[src/rtl/slow_fpu_scheduler.sv]
// Slow FPU scheduler: captures one multi-cycle FP op from EX, hands it to the
// slow unit over valid/ready, and holds the result until the shared FP
// write port is free. It stalls ID on structural, RAW, WAW and
// write-port-starvation hazards.
// Optional build macro SLOW_FPU_PERF_EN adds the perf_busy / perf_stall counters.
//
// state | meaning
// ------+---------------------------------------------------------------
// IDLE  | nothing in flight, waiting for ex_slow_valid
// REQ   | op captured, presenting request until fpu_req_ready
// BUSY  | request accepted, waiting for fpu_resp_valid
// WB    | result held, writing back when the pipeline leaves the port free
module slow_fpu_scheduler #(
    parameter int DATA_W     = 32,
    parameter int OP_W       = 3,
    parameter int STARVE_MAX = 7
) (
    input  logic              clk,
    input  logic              rstn,
    input  logic              id_slow_disp,
    input  logic [2:0]        id_rs_fp_use,
    input  logic [4:0]        id_rs1,
    input  logic [4:0]        id_rs2,
    input  logic [4:0]        id_rs3,
    input  logic              id_fp_wr,
    input  logic [4:0]        id_rd,
    input  logic              ex_slow_valid,
    input  logic [OP_W-1:0]   ex_op,
    input  logic [4:0]        ex_rd,
    input  logic [DATA_W-1:0] ex_a,
    input  logic [DATA_W-1:0] ex_b,
    output logic              fpu_req_valid,
    input  logic              fpu_req_ready,
    output logic [OP_W-1:0]   fpu_req_op,
    output logic [DATA_W-1:0] fpu_req_a,
    output logic [DATA_W-1:0] fpu_req_b,
    input  logic              fpu_resp_valid,
    input  logic [DATA_W-1:0] fpu_resp_data,
    output logic              fpu_resp_ready,
    input  logic              pipe_fp_wb,
    output logic              slow_wb_en,
    output logic [4:0]        slow_wb_rd,
    output logic [DATA_W-1:0] slow_wb_data,
    output logic              stall_id
`ifdef SLOW_FPU_PERF_EN
   ,output logic [31:0]       perf_busy,
    output logic [31:0]       perf_stall
`endif
);

    localparam int SW = (STARVE_MAX < 1) ? 1 : $clog2(STARVE_MAX + 1);

    typedef enum logic [1:0] {
        S_IDLE = 2'd0,
        S_REQ  = 2'd1,
        S_BUSY = 2'd2,
        S_WB   = 2'd3
    } state_t;

    state_t            state;
    state_t            state_nxt;
    logic              pend_valid;
    logic [OP_W-1:0]   pend_op;
    logic [4:0]        pend_rd;
    logic [DATA_W-1:0] pend_a;
    logic [DATA_W-1:0] pend_b;
    logic [DATA_W-1:0] result;
    logic [SW-1:0]     starve;

    logic hit_rs1;
    logic hit_rs2;
    logic hit_rs3;
    logic hit_rd;
    logic haz_single;
    logic haz_raw;
    logic haz_waw;
    logic haz_starve;

    // State register; reset abandons any op in flight.
    always_ff @(posedge clk) begin
        if (!rstn) begin
            state <= S_IDLE;
        end else begin
            state <= state_nxt;
        end
    end

    // Next-state and handshake outputs.
    always_comb begin
        state_nxt      = state;
        fpu_req_valid  = 1'b0;
        fpu_resp_ready = 1'b0;
        slow_wb_en     = 1'b0;
        case (state)
            S_IDLE: begin
                if (ex_slow_valid) begin
                    state_nxt = S_REQ;
                end
            end
            S_REQ: begin
                fpu_req_valid = 1'b1;
                if (fpu_req_ready) begin
                    state_nxt = S_BUSY;
                end
            end
            S_BUSY: begin
                fpu_resp_ready = 1'b1;
                if (fpu_resp_valid) begin
                    state_nxt = S_WB;
                end
            end
            S_WB: begin
                slow_wb_en = !pipe_fp_wb;
                if (!pipe_fp_wb) begin
                    state_nxt = S_IDLE;
                end
            end
            default: state_nxt = S_IDLE;
        endcase
    end

    // Capture of the dispatched op, the unit's result and the write-port starve count.
    always_ff @(posedge clk) begin
        if (!rstn) begin
            pend_valid <= 1'b0;
            pend_op    <= '0;
            pend_rd    <= '0;
            pend_a     <= '0;
            pend_b     <= '0;
            result     <= '0;
            starve     <= '0;
        end else begin
            if (state == S_IDLE && ex_slow_valid) begin
                pend_valid <= 1'b1;
                pend_op    <= ex_op;
                pend_rd    <= ex_rd;
                pend_a     <= ex_a;
                pend_b     <= ex_b;
            end
            if (state == S_BUSY && fpu_resp_valid) begin
                result <= fpu_resp_data;
            end
            if (state == S_WB) begin
                if (!pipe_fp_wb) begin
                    pend_valid <= 1'b0;
                    starve     <= '0;
                end else if (starve != SW'(STARVE_MAX)) begin
                    starve <= starve + SW'(1);
                end
            end
        end
    end

    assign fpu_req_op   = pend_op;
    assign fpu_req_a    = pend_a;
    assign fpu_req_b    = pend_b;
    assign slow_wb_rd   = slow_wb_en ? pend_rd : 5'd0;
    assign slow_wb_data = slow_wb_en ? result : '0;

    // The op still sitting in EX counts as pending so back-to-back users see it.
    assign hit_rs1 = (pend_valid && id_rs1 == pend_rd) || (ex_slow_valid && id_rs1 == ex_rd);
    assign hit_rs2 = (pend_valid && id_rs2 == pend_rd) || (ex_slow_valid && id_rs2 == ex_rd);
    assign hit_rs3 = (pend_valid && id_rs3 == pend_rd) || (ex_slow_valid && id_rs3 == ex_rd);
    assign hit_rd  = (pend_valid && id_rd  == pend_rd) || (ex_slow_valid && id_rd  == ex_rd);

    assign haz_single = id_slow_disp && (state != S_IDLE || ex_slow_valid);
    assign haz_raw    = (id_rs_fp_use[0] && hit_rs1) ||
                        (id_rs_fp_use[1] && hit_rs2) ||
                        (id_rs_fp_use[2] && hit_rs3);
    assign haz_waw    = id_fp_wr && hit_rd;
    assign haz_starve = (state == S_WB) && (starve == SW'(STARVE_MAX));
    assign stall_id   = haz_single || haz_raw || haz_waw || haz_starve;

`ifdef SLOW_FPU_PERF_EN
    // Free-running occupancy and stall counters, wrapping naturally.
    always_ff @(posedge clk) begin
        if (!rstn) begin
            perf_busy  <= '0;
            perf_stall <= '0;
        end else begin
            if (state != S_IDLE) begin
                perf_busy <= perf_busy + 32'd1;
            end
            if (stall_id) begin
                perf_stall <= perf_stall + 32'd1;
            end
        end
    end
`endif

endmodule

[config.mk]
export PLATFORM = sky130hd
export DESIGN_NAME = slow_fpu_scheduler
export DESIGN_NICKNAME = d
export VERILOG_FILES = /design/src/rtl/slow_fpu_scheduler.sv
export SDC_FILE = /design/constraint.sdc
export NUM_CORES = 1
export LEC_CHECK = 0
export BUFFER_PORTS_ARGS = -buffer_cell sky130_fd_sc_hd__buf_2
export CORE_MARGIN = 2
export CORE_UTILIZATION = 40
export CTS_CLUSTER_DIAMETER = 200
export DETAILED_ROUTE_END_ITERATION = 10
export MAX_ROUTING_LAYER = met4
export PLACE_DENSITY = 0.75
export SETUP_SLACK_MARGIN = 0.02
export SYNTH_ARGS = -nofsm -noshare
export SYNTH_HDL_FRONTEND = slang
export SYNTH_SLANG_ARGS = --single-unit
[constraint.sdc]
create_clock -name clk -period 1.85 [get_ports clk]
set_input_delay 0.0925 -clock clk [delete_from_list [all_inputs] [get_ports clk]]
set_output_delay 0.0925 -clock clk [all_outputs]
set_load 0.02 [all_outputs]
==> metrics.cfg <==
[synthesis]
ys_ff_latch=110
ys_seq_area_share_pct=45.11
synthesis.area_mm2=0.004882
synthCells=603
syn_nets=745
avgSynthCellArea_um2=8.096
yosys_warnings=0
synth_cell_types=32

[grt]
busiest_layer=met2
grt_max_degree=74
grt_usage_pct=22.70
grt_pass1_vias=4923
gr-total-overflow=0
use_met3_pct=4.764
grt_use_met2_pct=39.17
use_met1_pct=24.92
grt_pass1_wl_um=23050
antenna_found_initial=0

[sta]
skew_ns=0.005080
slew_viol_final=0
hold_ws_ns=0.006776
relSlewSlack_pct=77.80
fin_crit_ns=1.863
layout_setup_ws_ns=-0.01270
max_freq_mhz=536.9
worst_pin_slew_ns=0.3300
fin_crit_sh_pct=100.7
finalHoldViolations=0
rsz0062_at_grt=true
setup_viol=1

[floorplanning]
core_region_area_mm2=0.01196
dieArea_mm2=0.01311
io_pins=243
start_util_pct=40.82
num_rows=40
die_y_um=114.5
die_w_um=114.5

[power]
p_per_area_mw_per_mm2=1041
peakVddDrop_uv=502.9
leakage_nw=3.466
finalPower_w=0.007824

[final_layout]
layout_common_cells=241 x buf_2, 212 x nand2_1, 101 x dfxtp_1
seqCellArea_mm2=0.002216
fill_cells=1024
diodes=0
syn2layout_area_growth_pct=53.90
multiInputGateArea_mm2=0.002475
stdcell_count=1064
final_util_pct=62.81
drive_above_1_share_pct=31.41
nNetsFinal=1054
final_common_cell=buf_2

[place]
pre_cts_ws_ns=0.2170
gp_congestion=1.011
port_buffers=242
dp_hpwl_um=9059
placed_cells=954

[detailed_routing]
dr.pass1.iters=4
vias=5048
wl_per_cell_um=13.93
first_iter_violations=350
viasPerCell=4.744
drc=0
wl_um=14820
ant_nets=0

[critical_path]
end_kind=output port
reg2reg_depth=7
r2r_end=result[22]
required_ns=1.76
timing.rr.start=state[0]
startpoint_type=flip-flop
reg2reg_slack_ns=0.25
worstSetupPathType=reg -> out
crit_arrival_ns=1.77
critPathMaxFanout=3

[min_path]
hold_start=ex_op[0]
holdCritPathClass=in -> reg
min_to=fpu_req_op[0]
holdPathStages=3

[clock_network]
cts_tree=built
clock_latency_ns=0.34
clock-sinks=110
clk_pin_slew_ns=0.07
root_buffer=clkbuf_16
cts_max_path_buffers=2
numCtsBuffers=9
cts.htree.levels=3

[run_status]
status=finished, violations left
violations=setup timing

[flow_run]
drv_cap=0

## per-layer routing
metal / up-vias / wire, um
li1: 2543 / -
met1: 2262 / 6105
met2: 203 / 7314
met3: 40 / 936
met4: 0 / 461
met5: - / 0
## metrics by stage
stage / TNS [ns] / instance area [um2]
5_1_grt: -0.04524 / 7513
3_3_place_gp: 0 / 6175
3_5_place_dp: 0 / 6175
4_1_cts: -0.1012 / 7488
6_report: -0.01270 / 7513
2_1_floorplan: 0 / 4882
## worst max-delay path by stage
| stage | endpoint | cells after the start | from | slack, ns |
|---|---|---|---|---|
| finish | stall_id | 6 | starve[1] | -0.01 |
| global route | stall_id | 6 | starve[1] | -0.05 |
| CTS | stall_id | 6 | starve[1] | -0.10 |
| detailed placement | stall_id | 6 | starve[0] | 0.22 |
| global placement | stall_id | 6 | starve[0] | 0.28 |
| floorplan | slow_wb_data[13] | 5 | state[1] | 0.38 |
## cell families (layout without fill, tap and decap cells)
logic type	Yosys count	after routing	synth area share [%]
AO/OA/AOI/OAI	113	113	15.71
XOR/XNOR	40	40	7.176
adder cells (fa/ha/maj)	7	7	1.794
buffers and inverters	52	366	5.228
flip-flops	110	110	45.11
multiplexers	2	2	0.4101
AND/OR/NAND/NOR	279	279	24.58
## final cells by class
type                            instances  share of cell area (%)
Timing Repair Buffer                  345                   30.36
Clock buffer                           11                   3.097
Clock inverter                          5                   1.415
Multi-Input combinational cell        441                   32.94
Tap cell                              147                   2.448
Sequential cell                       110                   29.49
Inverter                                5                  0.2498
## synth_stat cells, drive strengths merged
| master | count | area, um2 |
|---|---|---|
| a2111o | 1 | 11.26 |
| mux2i | 2 | 20.02 |
| buf | 25 | 153.9 |
| nor4 | 8 | 50.05 |
| nand3 | 7 | 35.03 |
| a22oi | 3 | 22.52 |
| a21oi | 34 | 170.2 |
| a21boi | 72 | 540.5 |
| nand2 | 213 | 799.5 |
| and2b | 1 | 7.510 |
| xor2 | 32 | 280.3 |
| clkbuf | 22 | 82.58 |
| and3b | 1 | 8.760 |
| nor2b | 2 | 12.51 |
| inv | 5 | 18.76 |
| a211oi | 1 | 7.510 |
| and2 | 39 | 244.0 |
| nor3b | 1 | 7.510 |
| nand2b | 1 | 6.260 |
| nand4 | 2 | 12.51 |
| dfxtp | 110 | 2202 |
| nor3 | 1 | 5.000 |
| ha | 7 | 87.58 |
| a221o | 1 | 10.01 |
| o21ai | 1 | 5.000 |
| nor2 | 3 | 11.26 |
| xnor2 | 8 | 70.07 |
## repair_timing
item	4_1_cts	5_1_grt
cloned	0	0
setup endpoints to repair	33	33
endpoints found under the hold margin	91	0
gates resized for setup	16	7
hold buffers	91	0
pin swaps	3	3
buffers inserted	1	2
## sequential cells by signal, summed over array words and instances (netlist names)
name and cells:
fpu_req_a 32, fpu_req_b 32, fpu_req_op 3, pend_rd 5, pend_valid 1, result 32, starve 3, state 2
## power by group
group          total, W  internal (W)  switching, W
combinational   0.00261       0.00102       0.00159
clock           0.00219       0.00133      0.000861
sequential      0.00302       0.00278      0.000240
total           0.00782       0.00513       0.00269
## worst max-delay path: stages (launching register included)
cell and delay, ns:
dfxtp_2 0.34, ha_4 0.16, ha_4 0.16, a22oi_2 0.16
nand3_1 0.11, a2111o_1 0.35, buf_6 0.15
Power figures use the tool's default switching activity.
